## src/rtl/ysyx_22040750_clint_pkg.sv

```systemverilog
// +--------------------------------------------------------------------+
// | ysyx_22040750_clint_pkg                                            |
// | Shared CLINT register offsets, reset values, FSM states, helpers.  |
// | Revision: 1.0                                                      |
// +--------------------------------------------------------------------+
`default_nettype none

package ysyx_22040750_clint_pkg;

  localparam logic [31:0] c_base_addr_dflt = 32'h0200_0000;

  localparam logic [15:0] c_off_msip     = 16'h0000;
  localparam logic [15:0] c_off_mtimecmp = 16'h4000;
  localparam logic [15:0] c_off_mtime    = 16'hBFF8;

  localparam logic [63:0] c_mtimecmp_rst = 64'hFFFF_FFFF_FFFF_FFFF;

  typedef enum logic [0:0] {
    ST_IDLE = 1'b0,
    ST_RESP = 1'b1
  } clint_state_e;

  function automatic logic [63:0] merge_bytes(
    input logic [63:0] i_old,
    input logic [63:0] i_new,
    input logic [7:0]  i_mask
  );
    logic [63:0] v;
    v = i_old;
    for (int b = 0; b < 8; b++) begin
      if (i_mask[b]) v[8*b +: 8] = i_new[8*b +: 8];
    end
    return v;
  endfunction

endpackage

`default_nettype wire

```

## src/rtl/ysyx_22040750_clint_timer.sv

```systemverilog
// +--------------------------------------------------------------------+
// | ysyx_22040750_clint_timer                                          |
// | Prescaler plus 64-bit mtime counter with byte-masked overwrite.    |
// | Revision: 1.0                                                      |
// +--------------------------------------------------------------------+
`default_nettype none

module ysyx_22040750_clint_timer
  import ysyx_22040750_clint_pkg::*;
(
  input  logic        i_clk,
  input  logic        i_rst,
  input  logic [15:0] i_tick_div,
  input  logic        i_wen,
  input  logic [63:0] i_wdata,
  input  logic [7:0]  i_wmask,
  output logic [63:0] o_mtime
);

  logic [15:0] r_presc;
  logic [63:0] r_mtime;
  logic        w_tick;

  // ">=" keeps the prescaler from running away if the divisor shrinks.
  assign w_tick  = (r_presc >= (i_tick_div - 16'd1));
  assign o_mtime = r_mtime;

  always_ff @(posedge i_clk) begin
    if (i_rst) begin
      r_presc <= '0;
      r_mtime <= '0;
    end else if (i_wen) begin
      r_presc <= '0;
      r_mtime <= merge_bytes(r_mtime, i_wdata, i_wmask);
    end else if (w_tick) begin
      r_presc <= '0;
      r_mtime <= r_mtime + 64'd1;
    end else begin
      r_presc <= r_presc + 16'd1;
    end
  end

endmodule

`default_nettype wire

```

## src/rtl/ysyx_22040750_clint.sv

```systemverilog
// +--------------------------------------------------------------------+
// | ysyx_22040750_clint                                                |
// | MMIO core-local interruptor: msip, mtimecmp, mtime, mtip/msip.     |
// | Revision: 1.0                                                      |
// +--------------------------------------------------------------------+
`default_nettype none

module ysyx_22040750_clint
  import ysyx_22040750_clint_pkg::*;
#(
  parameter logic [31:0] BASE_ADDR = c_base_addr_dflt,
  parameter int unsigned TICK_DIV  = 1
) (
  input  logic        I_sys_clk,
  input  logic        I_rst,
  input  logic        I_req_valid,
  output logic        O_req_ready,
  input  logic        I_req_wen,
  input  logic [31:0] I_req_addr,
  input  logic [63:0] I_req_wdata,
  input  logic [7:0]  I_req_wmask,
  output logic        O_resp_valid,
  input  logic        I_resp_ready,
  output logic [63:0] O_resp_rdata,
  output logic        O_resp_err,
  output logic        O_mtip,
  output logic        O_msip,
  output logic [63:0] O_mtime
);

  localparam logic [15:0] c_tick_div = 16'(TICK_DIV);

  clint_state_e r_state;
  clint_state_e w_state_nxt;

  logic        r_msip;
  logic [63:0] r_mtimecmp;
  logic [63:0] r_rdata;
  logic        r_err;
  logic [63:0] w_mtime;

  logic        w_accept;
  logic        w_in_win;
  logic [15:0] w_off;
  logic        w_hit_msip;
  logic        w_hit_cmp;
  logic        w_hit_mtime;
  logic        w_miss;
  logic [63:0] w_rdata;
  logic        w_unused_addr_lsb;

  assign w_unused_addr_lsb = ^I_req_addr[2:0];

  // The window is assumed 64 KiB aligned, so only the upper half is compared.
  assign w_in_win    = (I_req_addr[31:16] == BASE_ADDR[31:16]);
  assign w_off       = {I_req_addr[15:3], 3'b000};
  assign w_hit_msip  = w_in_win && (w_off == c_off_msip);
  assign w_hit_cmp   = w_in_win && (w_off == c_off_mtimecmp);
  assign w_hit_mtime = w_in_win && (w_off == c_off_mtime);
  assign w_miss      = ~(w_hit_msip | w_hit_cmp | w_hit_mtime);

  assign O_req_ready  = (r_state == ST_IDLE);
  assign O_resp_valid = (r_state == ST_RESP);
  assign w_accept     = I_req_valid & O_req_ready & ~I_rst;

  always_ff @(posedge I_sys_clk) begin
    if (I_rst) r_state <= ST_IDLE;
    else       r_state <= w_state_nxt;
  end

  always_comb begin
    w_state_nxt = r_state;
    case (r_state)
      ST_IDLE: if (w_accept)     w_state_nxt = ST_RESP;
      ST_RESP: if (I_resp_ready) w_state_nxt = ST_IDLE;
      default:                   w_state_nxt = ST_IDLE;
    endcase
  end

  always_comb begin
    w_rdata = '0;
    if (!I_req_wen) begin
      if (w_hit_msip)  w_rdata = {63'd0, r_msip};
      if (w_hit_cmp)   w_rdata = r_mtimecmp;
      if (w_hit_mtime) w_rdata = w_mtime;
    end
  end

  always_ff @(posedge I_sys_clk) begin
    if (I_rst) begin
      r_rdata <= '0;
      r_err   <= 1'b0;
    end else if (w_accept) begin
      r_rdata <= w_rdata;
      r_err   <= w_miss;
    end
  end

  always_ff @(posedge I_sys_clk) begin
    if (I_rst) begin
      r_msip     <= 1'b0;
      r_mtimecmp <= c_mtimecmp_rst;
    end else if (w_accept && I_req_wen) begin
      if (w_hit_msip && I_req_wmask[0]) r_msip <= I_req_wdata[0];
      if (w_hit_cmp) r_mtimecmp <= merge_bytes(r_mtimecmp, I_req_wdata, I_req_wmask);
    end
  end

  ysyx_22040750_clint_timer u_timer (
    .i_clk      (I_sys_clk),
    .i_rst      (I_rst),
    .i_tick_div (c_tick_div),
    .i_wen      (w_accept & I_req_wen & w_hit_mtime),
    .i_wdata    (I_req_wdata),
    .i_wmask    (I_req_wmask),
    .o_mtime    (w_mtime)
  );

  assign O_resp_rdata = r_rdata;
  assign O_resp_err   = r_err;
  assign O_mtime      = w_mtime;
  assign O_msip       = r_msip;
  assign O_mtip       = (w_mtime >= r_mtimecmp);

endmodule

`default_nettype wire
```

## config.mk

```make
export PLATFORM = sky130hd
export DESIGN_NAME = ysyx_22040750_clint
export DESIGN_NICKNAME = d
export VERILOG_FILES = /design/src/rtl/ysyx_22040750_clint_pkg.sv /design/src/rtl/ysyx_22040750_clint_timer.sv /design/src/rtl/ysyx_22040750_clint.sv
export SDC_FILE = /design/constraint.sdc
export NUM_CORES = 1
export LEC_CHECK = 0
export ABC_AREA = 1
export CAP_MARGIN = 10
export CORE_AREA = 2 2 252 154
export CTS_BUF_LIST = sky130_fd_sc_hd__clkbuf_8
export DETAILED_ROUTE_END_ITERATION = 7
export DIE_AREA = 0 0 254 156
export PLACE_DENSITY_LB_ADDON = 0.3
export SLEW_MARGIN = 10
export SYNTH_ARGS = -nofsm -noshare
export SYNTH_HDL_FRONTEND = slang
export SYNTH_HIERARCHICAL = 1
export SYNTH_SLANG_ARGS = --single-unit
```

## constraint.sdc

```tcl
create_clock -name I_sys_clk -period 5.1 [get_ports I_sys_clk]
set_clock_uncertainty 0.05 [all_clocks]
set_input_delay 1.53 -clock I_sys_clk [delete_from_list [all_inputs] [get_ports I_sys_clk]]
set_output_delay 1.53 -clock I_sys_clk [all_outputs]
set_load 0.005 [all_outputs]
```

Word-level counts from Yosys, hierarchy flattened:

Index checks and enable logic that the tools add are counted.

* add/sub/neg operators: 2
* multipliers: 0
* divide/modulo/power cells: 0
* $lt $le $gt $ge: 2
* eq/ne operators: 11
* shift-type cells: 0
* muxes and demuxes: 17
* bitwise gates (word level): 9
* reductions and logical operators: 25

Operators with widths (number)
* 64-bit 2-to-1 mux: 5
* 64-bit by 1-bit adder with 64-bit output (second input constant): 1
* 64-bit greater-or-equal comparator: 1
* 8-bit 2-to-1 mux: 8
* 3-bit AND reduction: 8
* 2-bit AND reduction: 9
* 16-bit by 1-bit adder with 16-bit output (second input constant): 1
* 16-bit by 10-bit equality test with 1-bit output (second input constant): 1
* 16-bit by 1-bit greater-or-equal comparator with 1-bit output (second input constant): 1
* 16-bit logical NOT: 1
* 2-bit inequality test (second input constant): 8
* 13-bit by 12-bit equality test with 1-bit output (second input constant): 1
* 13-bit equality test (second input constant): 1
* 1-bit logical AND: 5
* 1-bit bitwise AND: 4
* 1-bit 2-to-1 mux: 3
* 1-bit NOT: 3
* 3-bit OR reduction: 1
* 1-bit OR: 2
* 1-bit one-hot mux with 2 select lines: 1
* 2-bit nonzero test: 1

* flip-flop bits (word level): 211
* latch bits: 0
* RAM bits: 0
* memory bits (read-only): 0
* input port bits: 109
* output and inout bits: 133
* memories: 0

Logic depth before layout (Yosys ltp):

Gate-level depths: netlist of the first run.

* depth after elaboration: 7
* gate-level depth with buffers: 18
* gate-level depth less buffers: 18

Cells and area by module:

Netlist of the first run, hierarchy kept.

Modules (own cells, without submodules)
* ysyx_22040750_clint: times used 1, cells an instance 1137, area an instance 7867.5 sq um
* ysyx_22040750_clint_timer: times used 1, cells an instance 1250, area an instance 6929.1 sq um

Least setup slack after synthesis of the first run:

No wires, ideal clock.

* path type: input -> register
* start point: in I_req_addr[19]
* end point: reg u_timer.r_mtime[22] (netlist: u_timer/o_mtime[22])
* arrival time: 3.346 ns
* required time: 4.936 ns
* setup slack: 1.590 ns
* stages on the path: 16
* path buffers: 3
* cells stage by stage: nor2_1 nand2_1 nor2_1 nand2_1 inv_1 nand2_1 clkbuf_1 nor2_1 inv_1 buf_2 or2_2 clkbuf_1 nand2_1 nand2_1 nand2_1 nor2_1

* cells in the longest elaborated chain, start to end: 5

Ends and longest elaborated chain
* from (decl): RTL line ysyx_22040750_clint.sv:19 `input logic [31:0] I_req_addr,`
* 16-bit by 10-bit equality test with 1-bit output (*): RTL line ysyx_22040750_clint.sv:55 `assign w_in_win = (I_req_addr[31:16] == BASE_ADDR[31:16]);`
* 1-bit logical AND (*): RTL line ysyx_22040750_clint.sv:59 `assign w_hit_mtime = w_in_win && (w_off == c_off_mtime);`
* 1-bit bitwise AND (*): RTL line ysyx_22040750_clint.sv:113 `.i_wen (w_accept & I_req_wen & w_hit_mtime),`
* 2-bit inequality test (no line) or 2-bit nonzero test (tied branches)
* 2-bit AND reduction (no line)
* to (signal assigned): RTL line ysyx_22040750_clint_timer.sv:34 `r_mtime <= merge_bytes(r_mtime, i_wdata, i_wmask);`
* to (signal assigned): RTL line ysyx_22040750_clint_timer.sv:37 `r_mtime <= r_mtime + 64'd1;`
* to (decl): RTL line ysyx_22040750_clint_timer.sv:21 `logic [63:0] r_mtime;`

Mark *: on every way between the ends. The rest lies on a longest branch, timed or not.
A chain may end at the register's enable or synchronous reset.

Worst setup path after layout of the first run:

* start point: reg u_timer.r_mtime[63] (netlist: u_timer/o_mtime[63])
* end point: out O_mtip

* cells in the longest elaborated chain, start to end: 1

Ends and longest elaborated chain
* 64-bit greater-or-equal comparator: RTL line ysyx_22040750_clint.sv:123 `assign O_mtip = (w_mtime >= r_mtimecmp);`
* to (decl): RTL line ysyx_22040750_clint.sv:26 `output logic O_mtip,`

Every way passes these cells.

==> results by group, run 1 <==
Worst setup path
  • Register-to-register setup slack: 2.31 ns
  • Largest incremental delay on the critical path: 0.56 ns
  • Required time at the worst-slack endpoint: 3.52 ns
  • Reg-to-reg critical path startpoint: u_timer/o_mtime[0]$_SDFFE_PP0P_
  • Endpoint kind of the worst setup timing path: output pin
  • Master of the slowest instance on the critical path: nor3b_1
  • Worst Setup Start Kind: register
  • Critical Path, Cell by Cell: ha_1 -> nand2_1 -> nor2_1 -> nand2_1 -> nor3b_1 -> and3_1 -> nand2_1 -> nand3_1 -> clkdlybuf4s50_1
  • Data arrival time at the worst-slack endpoint: 3.27 ns
  • Crit path max fanout: 5
  • Type of the setup path with the least slack: register to output pin
  • Critical path launch point: u_timer/o_mtime[63]$_SDFFE_PP0P_
  • Cell repeated most along the worst path: nand2_1

Floorplan
  • Starting density of the core: 39.67%
  • I/O Pins: approximately 240
  • Chip width: 254 um
  • Core ar.: 37300 um^2
  • Die outline height: 156 um
  • Total die area: 39620 um^2
  • Rows: 55

Timing
  • Total Neg Setup Slack: 0 ns
  • Fin worst setup slack: 0.2482 ns
  • Final hold violation count: 0
  • Share of the clock period used by the worst path after layout: 95.13%
  • Final max-slew violation count: 0
  • Post-route minimum period: 4.852 ns
  • Maximum frequency from static timing analysis: 0.2061 GHz
  • RSZ-0062 raised after global routing: no
  • Final worst hold slack: 0.4140 ns
  • Relative max-transition margin: 30.19%
  • Transition time at the pin with the least slew margin: between 1 and 1.5 ns
  • Final setup fails: 0

Yosys
  • Synthesized area per cell: 6.199 um^2
  • Gate count of the mapped netlist: ~2400
  • Post-synth design cell area: 14800 um^2
  • Synth top area cells: dfxtp_1, nand2_1, nor2_1
  • Cell type with the largest total area after synthesis: dfxtp_1
  • Number of warnings printed during yosys synthesis: 6
  • Fraction of the yosys area taken by sequential cells: roughly 29%
  • Synth top area share: 28.55%
  • Most frequent cell after synthesis: nand2_1
  • Number of distinct standard cells referenced by the synthesized netlist: 43
  • Most used flip-flop cell after synthesis: dfxtp_1
  • List of most frequent post-synthesis cells: nand2_1, nor2_1, inv_1
  • Post-synth EDFFs: 0
  • FFs w/ async S/R, synth: 0%
  • Number of register bits inferred by synthesis: 211

CTS
  • Clock tree from TritonCTS: built
  • Clock tree buffer depth: 3
  • Clock latency on the worst-skew pair: ~0.57 ns
  • Clock root cell: clkbuf_8
  • Number of resized instances in the post-cts repair step: 0
  • Cts hold-fix bufs: 0
  • CTS clock-pin slew for the worst setup and hold paths: 0.07 ns
  • Clock sink count: 211
  • Post-CTS setup buffer count: 0
  • CTS H-Tree Depth: 2
  • Cts bufs inserted: 38

Min path
  • Hold Crit Start: O_resp_rdata[21]$_SDFFE_PP0P_
  • Kind of path behind the tightest hold check: register to register

Placed design
  • HPWL after DPL: between 30 and 40 mm
  • IO buf count: 238
  • Dpl ws: ~0.78 ns
  • Final GP Congestion: 0.9817

Routing
  • Routed wire per std cell: 16.63 um
  • Number of design rule violations left after detail routing: 0
  • Pre-antenna DRT Iters: 5
  • Final wirelength: around 53 mm
  • Detailed Route Iter0 Violations: 1447
  • Overall via count from detail_route: between 15000 and 20000
  • Number of vias per cell after detailed routing: 5.116
  • Remaining number of nets flagged by the antenna check after routing: 0

Final layout
  • Fin nets: 2830
  • Number of filler cells placed in the layout: 3798
  • Antenna diode count: 0
  • Multi-input gate area: roughly 9000 um^2
  • Combined flip-flop and latch cell area: 4224 um^2
  • Proportion of layout cells with a drive suffix above 1: 5.924%
  • Synth-to-Final Area Change: 25.84%

Outcome
  • Outcome: completed

Global routing
  • Wire length of the first global-routing pass: 81.33 mm
  • Global-route congestion overflow total: 0
  • Initial antenna violation count: 0
  • Via count of the first global-routing pass: 14702
  • Pin count of the biggest net entering global routing: 67
  • All-layer global routing usage: 26.10%

Pwr
  • Leakage power: 0.008728 uW
  • Areal power density over the cells: 199.4 nW/um^2
  • Worst VDD drop: 0.0001361 V

Flow run
  • Max capacitance violation total: 0
[through the flow]
step	power, uW	instances	instance area, um^2	util (%)
final	3714	3180	18620	49.92
after global routing	3845	3180	18620	49.92
after CTS	3740	3180	18620	49.92
after detailed placement	1920	3111	17770	47.64
after global placement	1915	3111	17770	47.64
after floorplan	1784	2427	14950	-
[worst max-delay path, delay by kind of cell, from the launching register on]
family	cells	cell delay (ns)
fa+ha+maj	1	0.34
buf+inv	1	0.51
flops	1	0.39
simple gates	7	1.46
[routing by layer]
metal | track usage [%] | wire [um]
met3 | 6.373 | 4841
met2 | 36.64 | 20730
met5 | 0 | 0
met1 | 39.67 | 26510
met4 | 5.238 | 815
[cells in the final DEF (no fill, tap or decap), types with 42 or more instances in the layout]
cell type,synthesis,routed
dfxtp_1,211,211
nand2_1,755,754
ha_1,83,83
nand3_1,131,131
o211ai_1,63,63
o21ai_1,66,66
clkdlybuf4s50_1,0,237
clkbuf_8,0,51
nor2_1,279,277
conb_1,2,42
inv_1,270,279
nand3b_1,64,64
a21oi_1,153,153
[logic make-up after synthesis]
| family | after synthesis | synth area share [%] |
|---|---|---|
| DFF | 211 | 28.55 |
| and+or+nand+nor | 1347 | 39.59 |
| buffers and inverters | 378 | 10.31 |
| muxes | 1 | 0.06765 |
| adders and majority gates | 83 | 7.018 |
| other | 2 | 0.05075 |
| AOI/OAI and AO/OA | 336 | 12.70 |
| xor gates and xnor gates | 29 | 1.717 |
[final timing paths]
path                                       to  cells past startpoint
max reg2reg  u_timer/o_mtime[18]$_SDFFE_PP0P_                     11
min reg2reg     O_resp_rdata[21]$_SDFFE_PP0P_                      2
max                                    O_mtip                      9
min             O_resp_rdata[21]$_SDFFE_PP0P_                      2
[report_power, final]
part           total, uW  internal (uW)  switching (uW)
registers           1650           1650            2.95
logic                233            106             127
clock network       1830           1040             783
total               3710           2800             913
[flip-flops by register name (all words and copies together) (netlist names)]
register,flops
u_timer/o_mtime,64
O_resp_rdata,64
u_timer/r_presc,16
r_mtimecmp,64
O_resp_valid,1
O_resp_err,1
O_msip,1
[layout make-up]
cell class	count	share of cell area [%]
Clock buffer	51	3.770
Clock inverter	18	0.8063
Inverter	278	5.611
Multi-Input combinational cell	1838	49.52
Sequential cell	211	22.69
Tap cell	513	3.447
Timing Repair Buffer	271	14.16
No activity file was read; power rests on OpenSTA's default activity.
==> inputs of run 2 (changes only) <==
--- a/config.mk
+++ b/config.mk
@@ -7,8 +7,10 @@
 export LEC_CHECK = 0
 export ABC_AREA = 1
 export CAP_MARGIN = 10
+export CELL_PAD_IN_SITES_DETAIL_PLACEMENT = 1
+export CELL_PAD_IN_SITES_GLOBAL_PLACEMENT = 1
 export CORE_AREA = 2 2 252 154
-export CTS_BUF_LIST = sky130_fd_sc_hd__clkbuf_8
+export CTS_BUF_LIST = sky130_fd_sc_hd__clkbuf_2
 export DETAILED_ROUTE_END_ITERATION = 7
 export DIE_AREA = 0 0 254 156
 export PLACE_DENSITY_LB_ADDON = 0.3
==> results by group, run 2 (synthesis gave the netlist of run 1 again) <==
Outcome
  • Outcome: completed

Worst setup path
  • Critical path launch point: u_timer/o_mtime[62]$_SDFFE_PP0P_
  • Largest incremental delay on the critical path: 0.50 ns
  • Number of cells traversed by the worst register-to-register path: 12
  • Required time at the worst-slack endpoint: 3.52 ns
  • Endpoint kind of the worst setup timing path: output pin
  • Worst Setup Start Kind: register
  • Critical path depth in cells: 10
  • Cell repeated most along the worst path: nand2_1
  • Sum of buffers and inverters on the critical path: 2
  • Crit path max fanout: 6
  • Type of the setup path with the least slack: register to output pin
  • Top Family by Delay on Critical Path: simple AND/OR/NAND/NOR gates
  • Reg-to-reg critical path startpoint: u_timer/r_presc[9]$_SDFF_PP0_
  • Master of the slowest instance on the critical path: clkdlybuf4s50_1
  • Critical Path, Cell by Cell: buf_4 -> ha_1 -> nand2_1 -> nor2_1 -> nand2_1 -> nor3b_2 -> and3_1 -> nand2_1 -> nand3_1 -> clkdlybuf4s50_1
  • Data arrival time at the worst-slack endpoint: 3.30 ns

Pwr
  • Worst VDD drop: about 0.00011 V
  • Overall power: approximately 3200 uW
  • Power share of the clock group: approximately 40%
  • Proportion of power drawn by flip-flops and latches: 52.3%
  • Leakage power: 0.008604 uW
  • Internal: 2223 uW
  • Areal power density over the cells: around 170 nW/um^2
  • Share of power burned in combinational logic: between 7 and 8%
  • Share of total power consumed by net switching: between 20% and 30%
  • Switching pwr: 938.9 uW

Min path
  • Worst Hold Depth: 2
  • Kind of path behind the tightest hold check: register to register
  • Hold Crit Start: O_resp_rdata[22]$_SDFFE_PP0P_

Final layout
  • Fin nets: 2844
  • Synth-to-Final Area Change: 23.41%
  • Most common cell after layout, fill and taps aside: nand2_1
  • Most used cells in the layout excluding fill and tap cells: nand2_1, nor2_1, inv_1
  • Proportion of layout cells with a drive suffix above 1: 6.845%

Placed design
  • Final GP Congestion: around 0.93
  • HPWL after DPL: between 40 and 50 mm
  • IO buf count: ~240

Routing
  • Detailed Route Iter0 Violations: 1117
  • Routed wire per std cell: between 15 and 20 um
  • Number of vias per cell after detailed routing: 5.291
  • Pre-antenna DRT Iters: 5
  • Number of design rule violations left after detail routing: 0
  • Remaining number of nets flagged by the antenna check after routing: 0
  • Overall via count from detail_route: ~17000
  • Final wirelength: 60.81 mm

Global routing
  • Initial antenna violation count: 5
  • Wire length of the first global-routing pass: 94.39 mm
  • Global-route congestion overflow total: 0
  • Via count of the first global-routing pass: 17284
  • Pin count of the biggest net entering global routing: 85
  • All-layer global routing usage: 30.38%

Flow run
  • Max capacitance violation total: 0

Timing
  • Final setup fails: 0
  • Maximum frequency from static timing analysis: ~0.20 GHz
  • Share of the clock period used by the worst path after layout: 95.76%
  • RSZ-0062 raised after global routing: no
  • Final hold violation count: 0
  • Transition time at the pin with the least slew margin: 0.9913 ns
  • Relative max-transition margin: 33.92%
  • Total Neg Setup Slack: 0 ns
  • Post-route minimum period: 4.884 ns
  • Final max-slew violation count: 0

CTS
  • CTS H-Tree Depth: 2
  • Clock tree from TritonCTS: built
  • Clock tree buffer depth: 3
  • CTS clock-pin slew for the worst setup and hold paths: 0.10 ns
  • Clock sink count: 211
  • Clock root cell: clkbuf_2
  • Cts bufs inserted: 56
  • Cts hold-fix bufs: 0
  • Clock latency on the worst-skew pair: between 0.9 and 1 ns

Floorplan
  • Core ar.: approximately 37000 um^2
  • Die outline height: 156 um
  • Starting density of the core: 39.67%
  • I/O Pins: 242
  • Rows: 55
  • Total die area: 39620 um^2
  • Chip width: between 200 and 300 um
## run 2: final cells by class
| type | count | area (um^2) |
|---|---|---|
| multi-input cells | 1838 | 9230 |
| well taps | 513 | 641.9 |
| clock buffers | 80 | 400.4 |
| diodes | 2 | 5.005 |
| flip-flops and latches | 211 | 4224 |
| fillers | 5139 | 19040 |
| clock inverters | 14 | 82.58 |
| repair buffers | 267 | 2633 |
| inverters | 278 | 1044 |
## run 2: routing by layer
layer  vias up  GRT usage (%)  part of all wire (%)
met5         -              0                     0
met4         0          6.835                   1.7
met3        82          6.723                   7.5
met2       521          46.60                    42
met1      8173          43.20                    49
li1       8172              -                     -
## run 2: final timing paths
path	end	slack (ns)
worst max-delay path	O_mtip	0.22
worst min-delay path	O_resp_rdata[22]$_SDFFE_PP0P_	0.42
worst max register to register	u_timer/o_mtime[27]$_SDFFE_PP0P_	2.15
worst min register to register	O_resp_rdata[22]$_SDFFE_PP0P_	0.42
## run 2: tightest hold or removal path, stage by stage, from the launching register on
cell and delay [ns]:
dfxtp_1 0.32, nand2_1 0.06, a21oi_1 0.05
## run 2: timing repair
action	in CTS	in global routing
gates resized for setup	1	1
setup buffers	0	0
setup endpoints to repair	1	1
## run 2: power groups by stage
stage / clock, uW / combinational [uW] / sequential, uW
floorplan: 0 / 93.6 / 1690
finish: 1270 / 242 / 1650
detailed placement: 0 / 235 / 1690
global route: 1390 / 263 / 1650
global placement: 0 / 227 / 1690
CTS: 1300 / 237 / 1650
## run 2: stage by stage
stage	setup slack [ns]	util (%)	hold WS, ns	area [um^2]	cells
6_report	0.2162	48.96	0.4179	18260	3203
5_1_grt	0.02703	48.96	0.4452	18260	3203
4_1_cts	0.008843	48.93	0.4216	18250	3201
3_5_place_dp	0.8551	47.62	0.4073	17760	3107
3_3_place_gp	0.9873	47.62	0.3931	17760	3107
2_1_floorplan	1.590	-	0.3797	14950	2427
==> inputs of run 3 (changes only) <==
--- a/config.mk
+++ b/config.mk
@@ -6,14 +6,14 @@
 export NUM_CORES = 1
 export LEC_CHECK = 0
 export ABC_AREA = 1
-export CAP_MARGIN = 10
 export CELL_PAD_IN_SITES_DETAIL_PLACEMENT = 1
 export CELL_PAD_IN_SITES_GLOBAL_PLACEMENT = 1
-export CORE_AREA = 2 2 252 154
+export CORE_AREA = 2 2 286 175
 export CTS_BUF_LIST = sky130_fd_sc_hd__clkbuf_2
 export DETAILED_ROUTE_END_ITERATION = 7
-export DIE_AREA = 0 0 254 156
+export DIE_AREA = 0 0 288 177
 export PLACE_DENSITY_LB_ADDON = 0.3
+export SKIP_LAST_GASP = 1
 export SLEW_MARGIN = 10
 export SYNTH_ARGS = -nofsm -noshare
 export SYNTH_HDL_FRONTEND = slang
==> results by group, run 3 (synthesis gave the netlist of run 1 again) <==
Global routing
  • Wire length of the first global-routing pass: roughly 96 mm
  • All-layer global routing usage: 24.04%
  • Met2 track utilization from global routing: between 30% and 40%
  • Global-route congestion overflow total: 0
  • Initial antenna violation count: 2
  • Busiest layer in global routing: met2
  • Met1 demand-to-capacity share in global routing: a little over a third
  • Met3 track utilization from global routing: 4.497%
  • Via count of the first global-routing pass: 16884
  • Pin count of the biggest net entering global routing: 67

Timing
  • Fin worst setup slack: approximately 0.23 ns
  • Maximum frequency from static timing analysis: ~0.2 GHz
  • Transition time at the pin with the least slew margin: roughly 0.90 ns
  • Final setup fails: 0
  • RSZ-0062 raised after global routing: no
  • Total Neg Setup Slack: 0 ns
  • Final hold violation count: 0
  • Relative max-transition margin: 39.84%
  • Final max-slew violation count: 0
  • Share of the clock period used by the worst path after layout: between 90% and 100%
  • Post-route minimum period: 4.868 ns

Worst setup path
  • Crit path max fanout: 8
  • Top Family by Delay on Critical Path: flip-flops
  • Largest incremental delay on the critical path: 0.59 ns
  • Worst Setup Start Kind: register
  • Data arrival time at the worst-slack endpoint: 3.29 ns
  • Sum of buffers and inverters on the critical path: 1
  • Critical Path, Cell by Cell: ha_1 -> nand2_1 -> o21ai_0 -> nand2_1 -> nand2_1 -> a21oi_2 -> nand2_1 -> nand2_1 -> nand3_2 -> clkdlybuf4s50_1
  • Type of the setup path with the least slack: register to output pin
  • Master of the slowest instance on the critical path: dfxtp_1
  • Required time at the worst-slack endpoint: about 3.5 ns
  • Endpoint kind of the worst setup timing path: output pin
  • Cell repeated most along the worst path: nand2_1

Pwr
  • Power share of the clock group: 41.5%
  • Proportion of power drawn by flip-flops and latches: roughly 51%
  • Areal power density over the cells: 174.1 nW/um^2
  • Share of power burned in combinational logic: 7.5%
  • Share of total power consumed by net switching: 30.00%
  • Leakage power: 0.008734 uW
  • Worst VDD drop: a little over 0.00009 V
  • Switching pwr: roughly 1000 uW
  • Internal: 2267 uW

CTS
  • CTS clock-pin slew for the worst setup and hold paths: roughly 0.10 ns
  • Clock tree from TritonCTS: built
  • Cts hold-fix bufs: 0
  • Clock sink count: 211
  • Cts bufs inserted: 59
  • CTS H-Tree Depth: 2
  • Clock root cell: clkbuf_2
  • Clock tree buffer depth: 3
  • Clock latency on the worst-skew pair: 0.99 ns

Routing
  • Number of design rule violations left after detail routing: 0
  • Overall via count from detail_route: ~17000
  • Number of vias per cell after detailed routing: approximately 4.9
  • Detailed Route Iter0 Violations: 901
  • Final wirelength: between 60 and 70 mm
  • Routed wire per std cell: 18.45 um
  • Remaining number of nets flagged by the antenna check after routing: 0
  • Pre-antenna DRT Iters: 5

Floorplan
  • Rows: 63
  • I/O Pins: 242
  • Total die area: about 51000 um^2
  • Core ar.: between 40000 and 50000 um^2
  • Die outline height: 177 um
  • Chip width: 288 um
  • Starting density of the core: 30.47%

Min path
  • Kind of path behind the tightest hold check: register to register

Final layout
  • Fin nets: 2858
  • Most common cell after layout, fill and taps aside: nand2_1
  • Proportion of layout cells with a drive suffix above 1: 8.309%
  • Synth-to-Final Area Change: 25.73%
  • Most used cells in the layout excluding fill and tap cells: nand2_1, nor2_1, inv_1

Placed design
  • IO buf count: 238
  • HPWL after DPL: around 48 mm
  • Dpl ws: 0.7727 ns
  • Final GP Congestion: 0.9212

Outcome
  • Outcome: completed

Flow run
  • Max capacitance violation total: 0
[run 3: cell types whose count changed in the layout (fill, tap and decap cells not counted), moves of 8 or more]
cell	change
buf_4	+13
dfxtp_1	-12
dfxtp_2	+12
clkbuf_2	+8
[run 3: final timing paths]
| path | slack [ns] | cells past startpoint | start | end |
|---|---|---|---|---|
| setup / recovery | 0.23 | 10 | u_timer/o_mtime[18]$_SDFFE_PP0P_ | O_mtip |
| hold / removal | 0.42 | 2 | O_resp_rdata[22]$_SDFFE_PP0P_ | O_resp_rdata[22]$_SDFFE_PP0P_ |
| setup reg to reg | 2.20 | 12 | u_timer/r_presc[9]$_SDFF_PP0_ | u_timer/o_mtime[28]$_SDFFE_PP0P_ |
| hold reg to reg | 0.42 | 2 | O_resp_rdata[22]$_SDFFE_PP0P_ | O_resp_rdata[22]$_SDFFE_PP0P_ |
[run 3: timing repair]
action	in CTS	in global routing
endpoints found under the setup margin	1	1
buffers inserted	0	1
pin swaps	0	2
resized for setup	6	16
[run 3: power groups by stage]
stage               clock, uW  combinational (uW)  sequential [uW]
floorplan                   0                93.6             1690
global placement            0                 232             1690
detailed placement          0                 239             1690
CTS                      1400                 240             1650
global route             1500                 266             1650
finish                   1340                 243             1650
[run 3: worst min-delay path: stages (launching register included)]
cell and delay [ns]:
dfxtp_1 0.32, nand2_1 0.06, a21oi_1 0.05
[run 3: metal layers]
metal  routed length, um  share of wire [%]
met1               32220                 52
met2               25500                 41
met5                   0                  0
met4                 733                1.2
met3                3534                5.7
[run 3: area by class of cell]
| type | count | area (um^2) |
|---|---|---|
| diodes | 2 | 5.005 |
| clock buffers | 88 | 440.4 |
| clock inverters | 15 | 88.84 |
| fillers | 6409 | 29950 |
| inverters | 278 | 1044 |
| multi-input cells | 1838 | 9269 |
| flip-flops and latches | 211 | 4239 |
| well taps | 650 | 813.3 |
| repair buffers | 278 | 2705 |
[run 3: metrics by stage]
| stage | power, uW | cells | area (um^2) | hold WS, ns | utilization (%) |
|---|---|---|---|---|---|
| 4_1_cts | 3297 | 3357 | 18560 | 0.4223 | 38.22 |
| 6_report | 3239 | 3360 | 18600 | 0.4175 | 38.31 |
| 2_1_floorplan | 1784 | 2427 | 14950 | 0.3797 | - |
| 3_3_place_gp | 1923 | 3254 | 18000 | 0.3944 | 37.07 |
| 5_1_grt | 3418 | 3360 | 18600 | 0.4454 | 38.31 |
| 3_5_place_dp | 1929 | 3254 | 18000 | 0.4032 | 37.07 |
